--- config.mk ---
export PLATFORM = sky130hd
export DESIGN_NAME = vmm_result_sink
export DESIGN_NICKNAME = d
export VERILOG_FILES = /design/src/rtl/vmm_result_sink_pkg.sv /design/src/rtl/vmm_result_sink_buf.sv /design/src/rtl/vmm_result_sink.sv
export SDC_FILE = /design/constraint.sdc
export NUM_CORES = 1
export LEC_CHECK = 0
export CORE_MARGIN = 2
export CORE_UTILIZATION = 41
export CTS_BUF_LIST = sky130_fd_sc_hd__clkbuf_16
export CTS_CLUSTER_DIAMETER = 80
export DETAILED_ROUTE_END_ITERATION = 16
export PLACE_DENSITY_LB_ADDON = 0.08
export SLEW_MARGIN = 20
export SYNTH_ARGS = -nofsm -noshare
export SYNTH_HDL_FRONTEND = slang
export SYNTH_SLANG_ARGS = --single-unit
--- constraint.sdc ---
create_clock -name clk -period 4.4 [get_ports clk]
set_input_delay 0.44 -clock clk [delete_from_list [all_inputs] [get_ports clk]]
set_output_delay 0.44 -clock clk [all_outputs]
set_load 0.1 [all_outputs]
--- src/rtl/vmm_result_sink_pkg.sv ---
// Shared VMM output-phase constants: result width, frame geometry, sink FSM encoding.
// No logic; imported by the sink and by VMM_CTL output sizing.
// Encodings are fixed so waveforms read the same across blocks.
package vmm_result_sink_pkg;

  localparam int VMM_DW   = 16;
  localparam int VMM_ROWS = 3;
  localparam int VMM_COLS = 4;

  typedef enum logic [1:0] {
    CAP   = 2'd0,
    ACK   = 2'd1,
    DRAIN = 2'd2
  } sink_state_e;

  // Index width for an n-entry buffer; never narrower than one bit.
  function automatic int idx_width(input int n);
    return (n > 1) ? $clog2(n) : 1;
  endfunction

endpackage

--- src/rtl/vmm_result_sink_buf.sv ---
// vmm_res_buf: NWORDS x DW frame register file, one write port, one async read port.
// Latency: write lands on the next clk edge; read is combinational from raddr.
// Backpressure: none; the owning FSM decides when writes and reads are meaningful.
module vmm_res_buf #(
  parameter int DW     = 16,
  parameter int NWORDS = 12,
  parameter int AW     = 4
) (
  input  logic          clk,
  input  logic          we,
  input  logic [AW-1:0] waddr,
  input  logic [DW-1:0] wdata,
  input  logic [AW-1:0] raddr,
  output logic [DW-1:0] rdata
);

  // Storage is deliberately unreset: contents are only read after a full frame is written.
  logic [DW-1:0] mem_q [NWORDS];

  // Capture one result word per write strobe.
  always_ff @(posedge clk) begin
    if (we) begin
      mem_q[waddr] <= wdata;
    end
  end

  assign rdata = mem_q[raddr];

endmodule

--- src/rtl/vmm_result_sink.sv ---
// Collects one VMM result frame word by word (next_o/done_i), then streams it out with m_last.
// Latency: done_i one cycle after next_o is seen in CAP; first m_valid one cycle after the last done_i.
// Backpressure: while draining, done_i is withheld so the VMM stalls; m_ready may stall the drain forever.
module vmm_result_sink
  import vmm_result_sink_pkg::*;
#(
  parameter int DW   = VMM_DW,
  parameter int ROWS = VMM_ROWS,
  parameter int COLS = VMM_COLS
) (
  input  logic          clk,
  input  logic          rst,
  input  logic          next_o,
  input  logic [DW-1:0] o_data,
  output logic          done_i,
  output logic          m_valid,
  output logic [DW-1:0] m_data,
  output logic          m_last,
  input  logic          m_ready,
  output logic          busy,
  output logic [7:0]    frame_cnt
);

  localparam int NWORDS = ROWS * COLS;
  localparam int AW     = idx_width(NWORDS);
  localparam logic [AW-1:0] LAST_IDX = AW'(NWORDS - 1);

  sink_state_e   state_q, state_d;
  logic [AW-1:0] wr_idx_q, wr_idx_d;
  logic [AW-1:0] rd_idx_q, rd_idx_d;
  logic [7:0]    frame_cnt_q, frame_cnt_d;
  logic          buf_we;
  logic [DW-1:0] buf_rdata;

  vmm_res_buf #(
    .DW    (DW),
    .NWORDS(NWORDS),
    .AW    (AW)
  ) u_buf (
    .clk  (clk),
    .we   (buf_we),
    .waddr(wr_idx_q),
    .wdata(o_data),
    .raddr(rd_idx_q),
    .rdata(buf_rdata)
  );

  // State and counter registers; reset drops any partial frame.
  always_ff @(posedge clk) begin
    if (rst) begin
      state_q     <= CAP;
      wr_idx_q    <= '0;
      rd_idx_q    <= '0;
      frame_cnt_q <= '0;
    end else begin
      state_q     <= state_d;
      wr_idx_q    <= wr_idx_d;
      rd_idx_q    <= rd_idx_d;
      frame_cnt_q <= frame_cnt_d;
    end
  end

  // Next-state: capture in CAP, acknowledge in ACK (next_o still high there, so no capture), drain in DRAIN.
  always_comb begin
    state_d     = state_q;
    wr_idx_d    = wr_idx_q;
    rd_idx_d    = rd_idx_q;
    frame_cnt_d = frame_cnt_q;
    buf_we      = 1'b0;
    case (state_q)
      CAP: begin
        if (next_o) begin
          buf_we  = 1'b1;
          state_d = ACK;
        end
      end
      ACK: begin
        if (wr_idx_q == LAST_IDX) begin
          wr_idx_d = '0;
          rd_idx_d = '0;
          state_d  = DRAIN;
        end else begin
          wr_idx_d = wr_idx_q + 1'b1;
          state_d  = CAP;
        end
      end
      DRAIN: begin
        if (m_ready) begin
          if (rd_idx_q == LAST_IDX) begin
            rd_idx_d    = '0;
            frame_cnt_d = frame_cnt_q + 8'd1;
            state_d     = CAP;
          end else begin
            rd_idx_d = rd_idx_q + 1'b1;
          end
        end
      end
      default: begin
        state_d = CAP;
      end
    endcase
  end

  // Outputs decode registered state only, so m_data holds steady across a stall.
  always_comb begin
    done_i    = (state_q == ACK);
    busy      = (state_q == DRAIN);
    m_valid   = busy;
    m_last    = busy && (rd_idx_q == LAST_IDX);
    m_data    = busy ? buf_rdata : '0;
    frame_cnt = frame_cnt_q;
  end

endmodule

# After elaboration in Yosys (flattened, before gate mapping)
# Memories as Yosys holds them, arrays and structs flattened. A register that Yosys moved wholly into a read port is not among the register bits.
# Index checks and enable logic that the tools add are counted.
# Widths: inputs -> output; s select.
[op_classes]
n_reduce_logical = 6
muxes = 17
n_eq_ne = 8
add_sub_neg = 3
[ops]
columns = ["op", "n"]
rows = [
  ["$mux 4", 6],
  ["$mux 16", 1],
  ["$reduce_and 3->1", 3],
  ["$add 4x1->4 const B", 2],
  ["$add 8x1->8 const B", 1],
  ["$eq 4x4->1 const B", 2],
  ["$mux 2", 4],
  ["$pmux 4 s2", 1],
  ["$pmux 2 s3", 1],
  ["$mux 1", 4],
  ["$ne 2x1->1 const B", 2],
  ["$ne 2x2->1 const B", 2],
  ["$eq 2x1->1 const B", 1],
  ["$eq 2x2->1 const B", 1],
  ["$logic_not 2->1", 1],
  ["$reduce_bool 2->1", 1],
  ["$logic_and 1x1->1", 1],
]
[totals]
output_inout_bits = 28
ram_bits = 192
n_memories = 1
ff_bits = 18
wordCells = 39
input_bits = 20
[memory_table]
columns = ["memory", "depth", "word_bits", "rd", "rd_clocked_by_memory_dff", "write_ports", "line", "rtl"]
rows = [
  ["u_buf.mem_q", 12, 16, 1, 1, 1, "vmm_result_sink_buf.sv:18", "logic [DW-1:0] mem_q [NWORDS];"],
]

# Logic depth before layout (Yosys ltp)
# Gate-level depths: netlist of run 1.
[depth]
ltp_word = 6
mapped_depth = 6
ltp_nobuf = 5

# Modules after synthesis
# From an unflattened synthesis of run 1, not the netlist that was laid out.
[unflattened]
cells_unflattened = 443
hier_area_um2 = 8338.0
[modules_own_cells]
columns = ["mod", "area_per_inst_um2", "cells_per_inst", "instances", "seq_area_each_um2"]
rows = [
  ["vmm_res_buf", 7289.5, 326, 1, 5765.5],
  ["vmm_result_sink", 1048.5, 117, 1, 360.3],
]

# Least setup slack after synthesis of run 1
# OpenSTA, ideal clock, no wires.
[synth_path]
kind = "reg2out"
from = "register with a tool-made name"
to = "output port m_data[10]"
arrival_ns = 2.371
path_slack_ns = 1.589
path_buffers = 2
path_stages_with_launch = 6
required_ns = 3.960
path_cell_list = "dfxtp_1 -> buf_2 -> clkbuf_1 -> mux4_2 -> mux2i_1 -> nor2_1"
[synth_rtl]
columns = ["element", "line", "rtl"]
rows = [
  ["end: declaration", "vmm_result_sink.sv:17", "output logic [DW-1:0] m_data,"],
]

==> flow_summary.yaml, run 1 <==
critical_path:
  critical_path.max_fanout: 19
  worstPathArrival_ns: 3.23
  worstSetupPathType: "reg -> out"
  startpoint_type: "flop"
  critical_path.endpoint_type: "output pin"
  cp.required_ns: 3.96
clocking:
  cts-root-buf: "clkbuf_16"
  worstSkewPairLatency_ns: 0.50
  cts.sinks: 214
  ctsHtreeMaxLevel: 1
  clk_pin_slew_ns: 0.06
  cts-resized-gates: 0
  numCtsBuffers: 23
  clockBufferDepth: 3
  holdBufCountCts: 0
  postCtsSetupBuffers: 0
  cts_tree: "built"
timing:
  setup_viol: 0
  hold_viol: 0
  tightest_slew_ns: 1.086
  timing.slew.headroom_pct: 27.62
  clock_skew_ns: 0.009962
  tns_ns: 0
  fmax_mhz: 272.6
  rsz0062_at_grt: "no"
  finalMaxSlewViolations: 0
  fin_ws_ns: 0.7321
  fin_crit_sh_pct: 83.36
  finalHoldWorstSlack_ns: 0.5178
  min_period_ns: 3.668
run_status:
  outcome: "finished clean"
run:
  maxCapViolCount: 0
drt:
  final_antenna_net_count: 0
  drtPass1Iterations: 4
  wirelength_microns: 17720
  drc_errors: 0
  routedWlPerCell_microns: 21.72
  via_per_inst: 5.292
  vias: 4318
  drt-initial-drc-count: 209
synthesis:
  syn_nets: 494
  avgSynthCellArea_sq_um: 18.62
  synth_edf_count: 192
  synthCells: 468
  syn-cell-area_sq_um: 8715
  synth_top_cell_by_area: "edfxtp_1"
  synth.distinct_cells: 44
  synth.top_cell.area_share_pct: 66.16
  synth-seq-cells: 214
  async_reset_ff_share_pct: 0
  synth_area_leaders: "edfxtp_1, mux4_2, mux2_4, dfxtp_1, mux2i_1"
  yosysSeqAreaShare_pct: 71.21
  ys.flop_type: "edfxtp_1"
  ys_warn_count: 0
placed_design:
  port_buffers: 47
  gp_congestion: 0.7321
  dp_slack_ns: 1.157
  place_hpwl_microns: 10190
die:
  num_rows: 53
  core_sq_um: 20960
  dieHeight_microns: 149.8
  ios: 48
  start_util_pct: 41.59
  die_area_sq_um: 22440
  die_width_microns: 149.8
hold_path:
  hp-class: "reg -> reg"
global_route:
  grt_util_met3_pct: 2.530
  grtUsageMet1_pct: 22.70
  busiest_layer: "met2"
  grt_max_degree: 38
  grt_pass1_wl_microns: 26830
  track_usage_pct: 16.26
  use_met2_pct: 27.25
  antenna_found_initial: 0
  grt-ovfl-total: 0
  grt_pass1_vias: 4517
finish:
  mostFrequentLayoutCells: "edfxtp_1, clkdlybuf4s50_1, mux4_2, mux2_4"
  fin_nets: 551
  drive_above_1_share_pct: 23.11
  diodes: 0
  final_common_cell: "edfxtp_1"
  area_growth_pct: 16.41
pwr:
  peakVddDrop_uv: 251.8
  power.density_nw_per_um2: 408.9
  p_leak_nw: 3.241
## stage by stage
stage	utilization [%]	total power [mW]	cells	cell area (sq um)
2_1_floorplan	-	2.331	468	8715
3_3_place_gp	45.00	2.383	775	9430
3_5_place_dp	45.00	2.388	775	9430
4_1_cts	48.39	4.193	816	10140
5_1_grt	48.41	4.284	816	10140
6_report	48.41	4.148	816	10140
## sequential cells by signal, summed over array words and instances, names as in the netlist, named ones only
register	cells
frame_cnt	8
rd_idx_q	4
state_q	2
u_buf.mem_q	192
wr_idx_q	4
## final timing paths
kind              slack, ns  cells past startpoint        start                  to
setup / recovery       0.73                      4         flop           m_data[5]
hold / removal         0.52                      2  rd_idx_q[1]                flop
setup reg to reg       2.06                      3   state_q[1]  u_buf.mem_q[5][10]
hold reg to reg        0.52                      2  rd_idx_q[1]                flop
## report_power, final
group	internal, mW	switching, mW
sequential	2.23	0.00610
combinational	0.0436	0.0594
clock	1.07	0.739
## Yosys cell counts (2+ instances only)
library cell	number
nor4_1	4
mux2_4	30
o221a_2	3
nor2b_1	8
dfxtp_1	22
and3b_1	2
nand4b_1	2
nand2b_1	5
buf_6	3
mux2i_1	16
inv_1	4
a21oi_1	7
or3_1	2
xnor2_1	8
nor2_1	23
clkbuf_1	10
buf_2	6
nand3_1	8
nand2_1	11
edfxtp_1	192
nor3_1	7
nand3b_1	2
mux4_2	32
buf_12	3
a311oi_1	7
and2_1	6
o221a_1	4
o21ai_0	3
nor4b_1	2
ha_1	6
buf_1	2
buf_4	3
a211oi_1	7
mux2_1	5
and3_1	4
## cell families (layout without fill, tap and decap cells)
kind of cell    after synthesis  count (layout)  synth area share, %
xor+xnor                      8               8               0.8041
fa+ha+maj                     6               6               0.8614
flops                       214             214                71.21
buf+inv                      32             105                2.541
mux                          84              84                16.05
compound gates               35              35                3.116
simple gates                 89              89                5.413
## worst max-delay path: stages, from the launching register on
cell and delay (ns):
dfxtp_1 0.97, mux4_2 0.36, mux2i_1 0.07, nor2_1 0.15, clkdlybuf4s50_1 1.16
## routing by layer
layer / share of wire [%] / vias to the layer above
met5: 0 / -
met2: 49 / 87
met1: 46 / 2239
met3: 4.4 / 20
li1: - / 1972
met4: 1.3 / 0
## area by class of cell
class	instances	area, sq um
fill	1820	10810
sequential	214	6211
multi-input combinational	222	2302
clock buffer	23	575.6
timing repair buffer	60	563.0
tap	275	344.1
clock inverter	18	133.9
inverter	4	15.01
Note: power is estimated with default switching activity, not from simulation.
==> run 2: changes to the inputs <==
Clock period 4.4 ns to 3.6 ns, I/O delays scaled along.
==> run 2 against run 1 <==
  * Sequential cell count is the same
  * Worst hold slack lost 0.00085 ns
  * Die area is the same
  * Combinational power grew 24%
  * Power grew 21%
  * Sequential share of layout area shrank 0.075 points
  * Highest routed layer unchanged
  * Count of clock-buffer cells in the layout is the same
  * Critical path type unchanged
==> flow_summary.yaml, run 2 (synthesized netlist as in run 1, its figures left out) <==
run_status:
  outcome: "finished clean"
global_route:
  antenna_found_initial: 0
  grt_pass1_vias: 4436
  grt-ovfl-total: 0
  track_usage_pct: 16.58
  grt_pass1_wl_microns: 27370
  grt_max_degree: 36
timing:
  min_period_ns: 2.996
  clock_skew_ns: 0.006031
  fin_ws_ns: 0.6044
  fin_crit_sh_pct: 83.21
  tns_ns: 0
  finalMaxSlewViolations: 0
  tightest_slew_ns: 0.9695
  hold_viol: 0
  rsz0062_at_grt: "no"
  timing.slew.headroom_pct: 35.17
  setup_viol: 0
  fmax_mhz: 333.8
placed_design:
  place_hpwl_microns: 10370
  port_buffers: 47
  dp_slack_ns: 1.011
  dpl_cell_area_sq_um: 9463
  gp_congestion: 0.6793
pwr:
  p_seq_share_pct: 54.4
  p_leak_nw: 3.296
  p_clk_share_pct: 43.1
  swShare_pct: 19.05
  switchingPower_uw: 959.1
  power.density_nw_per_um2: 495.7
  power.total_mw: 5.035
  peakVddDrop_uv: 451.8
  pwr-share-comb_pct: 2.5
  internal_power_mw: 4.076
critical_path:
  critical_path.max_fanout: 35
  critical_path.endpoint_type: "output pin"
  path_common_cell: "buf_4"
  max_stage_delay_ns: 0.70
  crit_path_top_delay_cell: "dfxtp_4"
  worstSetupPathType: "reg -> out"
  worstPathArrival_ns: 2.64
  crit_chain: "buf_4, mux4_2, o221a_2, buf_4"
  timing.rr.start: "state_q[1]"
  cp.required_ns: 3.24
  startpoint_type: "flop"
die:
  dieHeight_microns: 149.8
  die_area_sq_um: 22440
  core_sq_um: 20960
  start_util_pct: 41.59
  num_rows: 53
  ios: 48
  die_width_microns: 149.8
clocking:
  postCtsSetupBuffers: 0
  clk_pin_slew_ns: 0.05
  worstSkewPairLatency_ns: 0.50
  numCtsBuffers: 23
  holdBufCountCts: 0
  cts-resized-gates: 0
  ctsHtreeMaxLevel: 1
  clockBufferDepth: 3
  cts_tree: "built"
  cts.sinks: 214
  cts-root-buf: "clkbuf_16"
finish:
  utilization_pct: 48.47
  diodes: 0
  largest_reg_flops: 192
  largest-register: "u_buf.mem_q"
  area_growth_pct: 16.55
  mostFrequentLayoutCells: "edfxtp_1, buf_4, mux4_2, mux2_4, clkdlybuf4s50_1"
  drive_above_1_share_pct: 25.82
  final_common_cell: "edfxtp_1"
  fin_nets: 558
  finalInstanceArea_sq_um: 10160
run:
  maxCapViolCount: 0
drt:
  drtPass1Iterations: 4
  vias: 4312
  via_per_inst: 5.252
  drc_errors: 0
  drt-initial-drc-count: 275
  wirelength_microns: 17670
  routedWlPerCell_microns: 21.52
  final_antenna_net_count: 0
hold_path:
  hp-class: "reg -> reg"
  min_from: "frame_cnt[7]"
==> run 2: worst paths after layout <==
check                       to  cells after the start  slack [ns]
min reg2reg       frame_cnt[7]                      2        0.52
max                  m_data[8]                      4        0.60
max reg2reg  u_buf.mem_q[6][7]                      4        1.41
min               frame_cnt[7]                      2        0.52
==> run 2: power groups by stage <==
stage / registers [mW] / clock network, mW / logic, mW
2_1_floorplan: 2.79 / 0 / 0.0604
3_3_place_gp: 2.79 / 0 / 0.126
3_5_place_dp: 2.79 / 0 / 0.130
4_1_cts: 2.74 / 2.24 / 0.131
5_1_grt: 2.74 / 2.33 / 0.141
6_report: 2.74 / 2.17 / 0.128
==> run 2: worst max-delay path: cells and delay by family, from the launching register on <==
family          cells  cell delay (ns)
mux                 1             0.54
compound gates      1             0.28
buf+inv             2             0.58
flops               1             0.70
==> run 2: per-layer routing <==
layer  vias to the layer above  GRT usage (%)  part of all wire [%]
met2                        70          27.34                    49
met3                        20          2.805                   3.4
li1                       1992              -                     -
met4                         0          4.198                   1.8
met1                      2230          23.10                    46
met5                         -              0                     0
==> run 2: cell type report <==
class / instances / area (sq um)
clock buffers: 23 / 575.6
clock inverters: 16 / 118.9
fillers: 1816 / 10800
inverters: 4 / 15.01
multi-input cells: 222 / 2297
flip-flops and latches: 214 / 6211
well taps: 275 / 344.1
repair buffers: 67 / 595.6
==> run 2: per-stage QoR <==
step	hold slack (ns)	instances
final	0.5170	821
after global routing	0.5806	821
after CTS	0.5229	821
after detailed placement	0.5123	782
after global placement	0.4974	782
after floorplan	0.4589	468
==> run 3: changes to the inputs <==
Clock period 3.6 ns to 2.9 ns, I/O delays scaled along.
==> run 3 against run 2 <==
  * Core utilization grew 1.5 points
  * Combinational power up 23%
  * Sequential cell count did not move
  * First-iteration DRC count decreased by 2.5%
  * Power grew 31%
  * Critical path type unchanged
  * Critical endpoint is now m_data[3]
  * Highest routed layer unchanged
==> flow_summary.yaml, run 3 (synthesized netlist as in run 1, its figures left out) <==
run_status:
  outcome: "finished clean"
placed_design:
  dpl_cell_area_sq_um: 9681
  port_buffers: 47
  place_hpwl_microns: 10120
  place_inst: 782
  dp_slack_ns: 0.5994
  gp_congestion: 0.7466
run:
  maxCapViolCount: 0
global_route:
  antenna_found_initial: 0
  grt_pass1_wl_microns: 27580
  grt_pass1_vias: 4410
  grt-ovfl-total: 0
  track_usage_pct: 16.66
  grt_max_degree: 51
drt:
  wirelength_microns: 18110
  vias: 4370
  drtPass1Iterations: 4
  routedWlPerCell_microns: 22.00
  drc_errors: 0
  final_antenna_net_count: 0
  drt-initial-drc-count: 268
  via_per_inst: 5.310
die:
  die_area_sq_um: 22440
  core_sq_um: 20960
  num_rows: 53
  start_util_pct: 41.59
  die_width_microns: 149.8
  dieHeight_microns: 149.8
  ios: 48
clocking:
  clk_pin_slew_ns: 0.06
  worstSkewPairLatency_ns: 0.49
  cts_tree: "built"
  numCtsBuffers: 22
  clockBufferDepth: 3
  cts.sinks: 214
  ctsHtreeMaxLevel: 1
  holdBufCountCts: 0
  cts-root-buf: "clkbuf_16"
pwr:
  pwr-share-comb_pct: 2.4
  switchingPower_mw: 1.250
  power.total_mw: 6.587
  p_leak_nw: 3.404
  swShare_pct: 18.97
  peakVddDrop_uv: 501.8
  internal_power_mw: 5.338
  p_seq_share_pct: 51.6
  p_clk_share_pct: 46.0
  power.density_nw_per_um2: 628.6
finish:
  diodes: 0
  largest-register: "u_buf.mem_q"
  largest_reg_flops: 192
  final_common_cell: "edfxtp_1"
  finalInstanceArea_sq_um: 10480
  area_growth_pct: 20.26
  fin_cells: 823
  drive_above_1_share_pct: 28.10
  mostFrequentLayoutCells: "edfxtp_1, mux4_2, mux2_4, buf_4"
  fin_nets: 558
timing:
  timing.slew.headroom_pct: 51.01
  fin_ws_ns: 0.1183
  min_period_ns: 2.782
  setup_viol: 0
  fmax_mhz: 359.5
  rsz0062_at_grt: "no"
  clock_skew_ns: 0.007434
  hold_viol: 0
  finalMaxSlewViolations: 0
  fin_crit_sh_pct: 95.92
  tns_ns: 0
  tightest_slew_ns: 0.7326
critical_path:
  max_stage_delay_ns: 0.44
  cp.required_ns: 2.61
  worstSetupPathType: "reg -> out"
  rr_worst_depth: 4
  reg2reg_slack_ns: 0.95
  critical_path.endpoint_type: "output pin"
  worstPathArrival_ns: 2.49
  crit_chain: "buf_12, mux2_4, mux4_2, mux2i_1, nor2_1, buf_12"
  critical_path.max_fanout: 50
  startpoint_type: "flop"
  crit_path_top_delay_cell: "mux4_2"
  path_common_cell: "buf_12"
hold_path:
  min_path_cells: 3
  hp-class: "in -> reg"
==> run 3: cell types whose count changed in the layout (fill, tap and decap cells not counted), sizes merged <==
cell           before  now
bufinv              2    5
clkinvlp            1    2
clkinv              8    5
clkdlybuf4s50      27   19
buf                40   49
==> run 3: metal layers <==
layer,GRT usage (%),vias to the layer above,wire (microns)
met5,0,-,0
met4,3.774,0,282
met3,2.470,21,762
met2,26.70,105,8448
met1,24.32,2255,8617
li1,-,1989,-
==> run 3: stage by stage <==
stage,hold slack (ns),utilization (%)
3_3_place_gp,0.5032,46.20
2_1_floorplan,0.3889,-
4_1_cts,0.4838,49.94
3_5_place_dp,0.5122,46.20
5_1_grt,0.5146,50.01
6_report,0.4900,50.01
==> run 3: power by group through the flow <==
stage / sequential [mW] / clock [mW] / combinational, mW
after floorplan: 3.46 / 0 / 0.0749
after global placement: 3.46 / 0 / 0.155
after detailed placement: 3.46 / 0 / 0.161
after CTS: 3.40 / 3.12 / 0.162
after global routing: 3.40 / 3.23 / 0.174
final: 3.40 / 3.03 / 0.158
==> run 3: timing repair <==
| item | CTS | global route |
|---|---|---|
| buffers inserted | 0 | 1 |
| endpoints found under the setup margin | 0 | 2 |
| resized for setup | 0 | 0 |
==> run 3: final cells by class <==
type | instances | area [sq um]
fill | 1768 | 10480
sequential | 214 | 6211
multi-input combinational | 222 | 2297
timing repair buffer | 68 | 828.3
clock buffer | 23 | 575.6
tap | 275 | 344.1
clock inverter | 17 | 209.0
inverter | 4 | 15.01
==> run 3: worst max-delay path, delay by kind of cell, from the launching register on <==
| kind | cells | cell delay, ns |
|---|---|---|
| multiplexers | 3 | 1.01 |
| buffers and inverters | 2 | 0.51 |
| flip-flops | 1 | 0.34 |
| AND/OR/NAND/NOR | 1 | 0.11 |
==> run 3: worst paths after layout <==
check / from / end
hold / removal: next_o / state_q[0]
setup reg to reg: state_q[0] / rd_idx_q[0]
hold reg to reg: frame_cnt[7] / frame_cnt[7]
setup / recovery: flop / m_data[3]
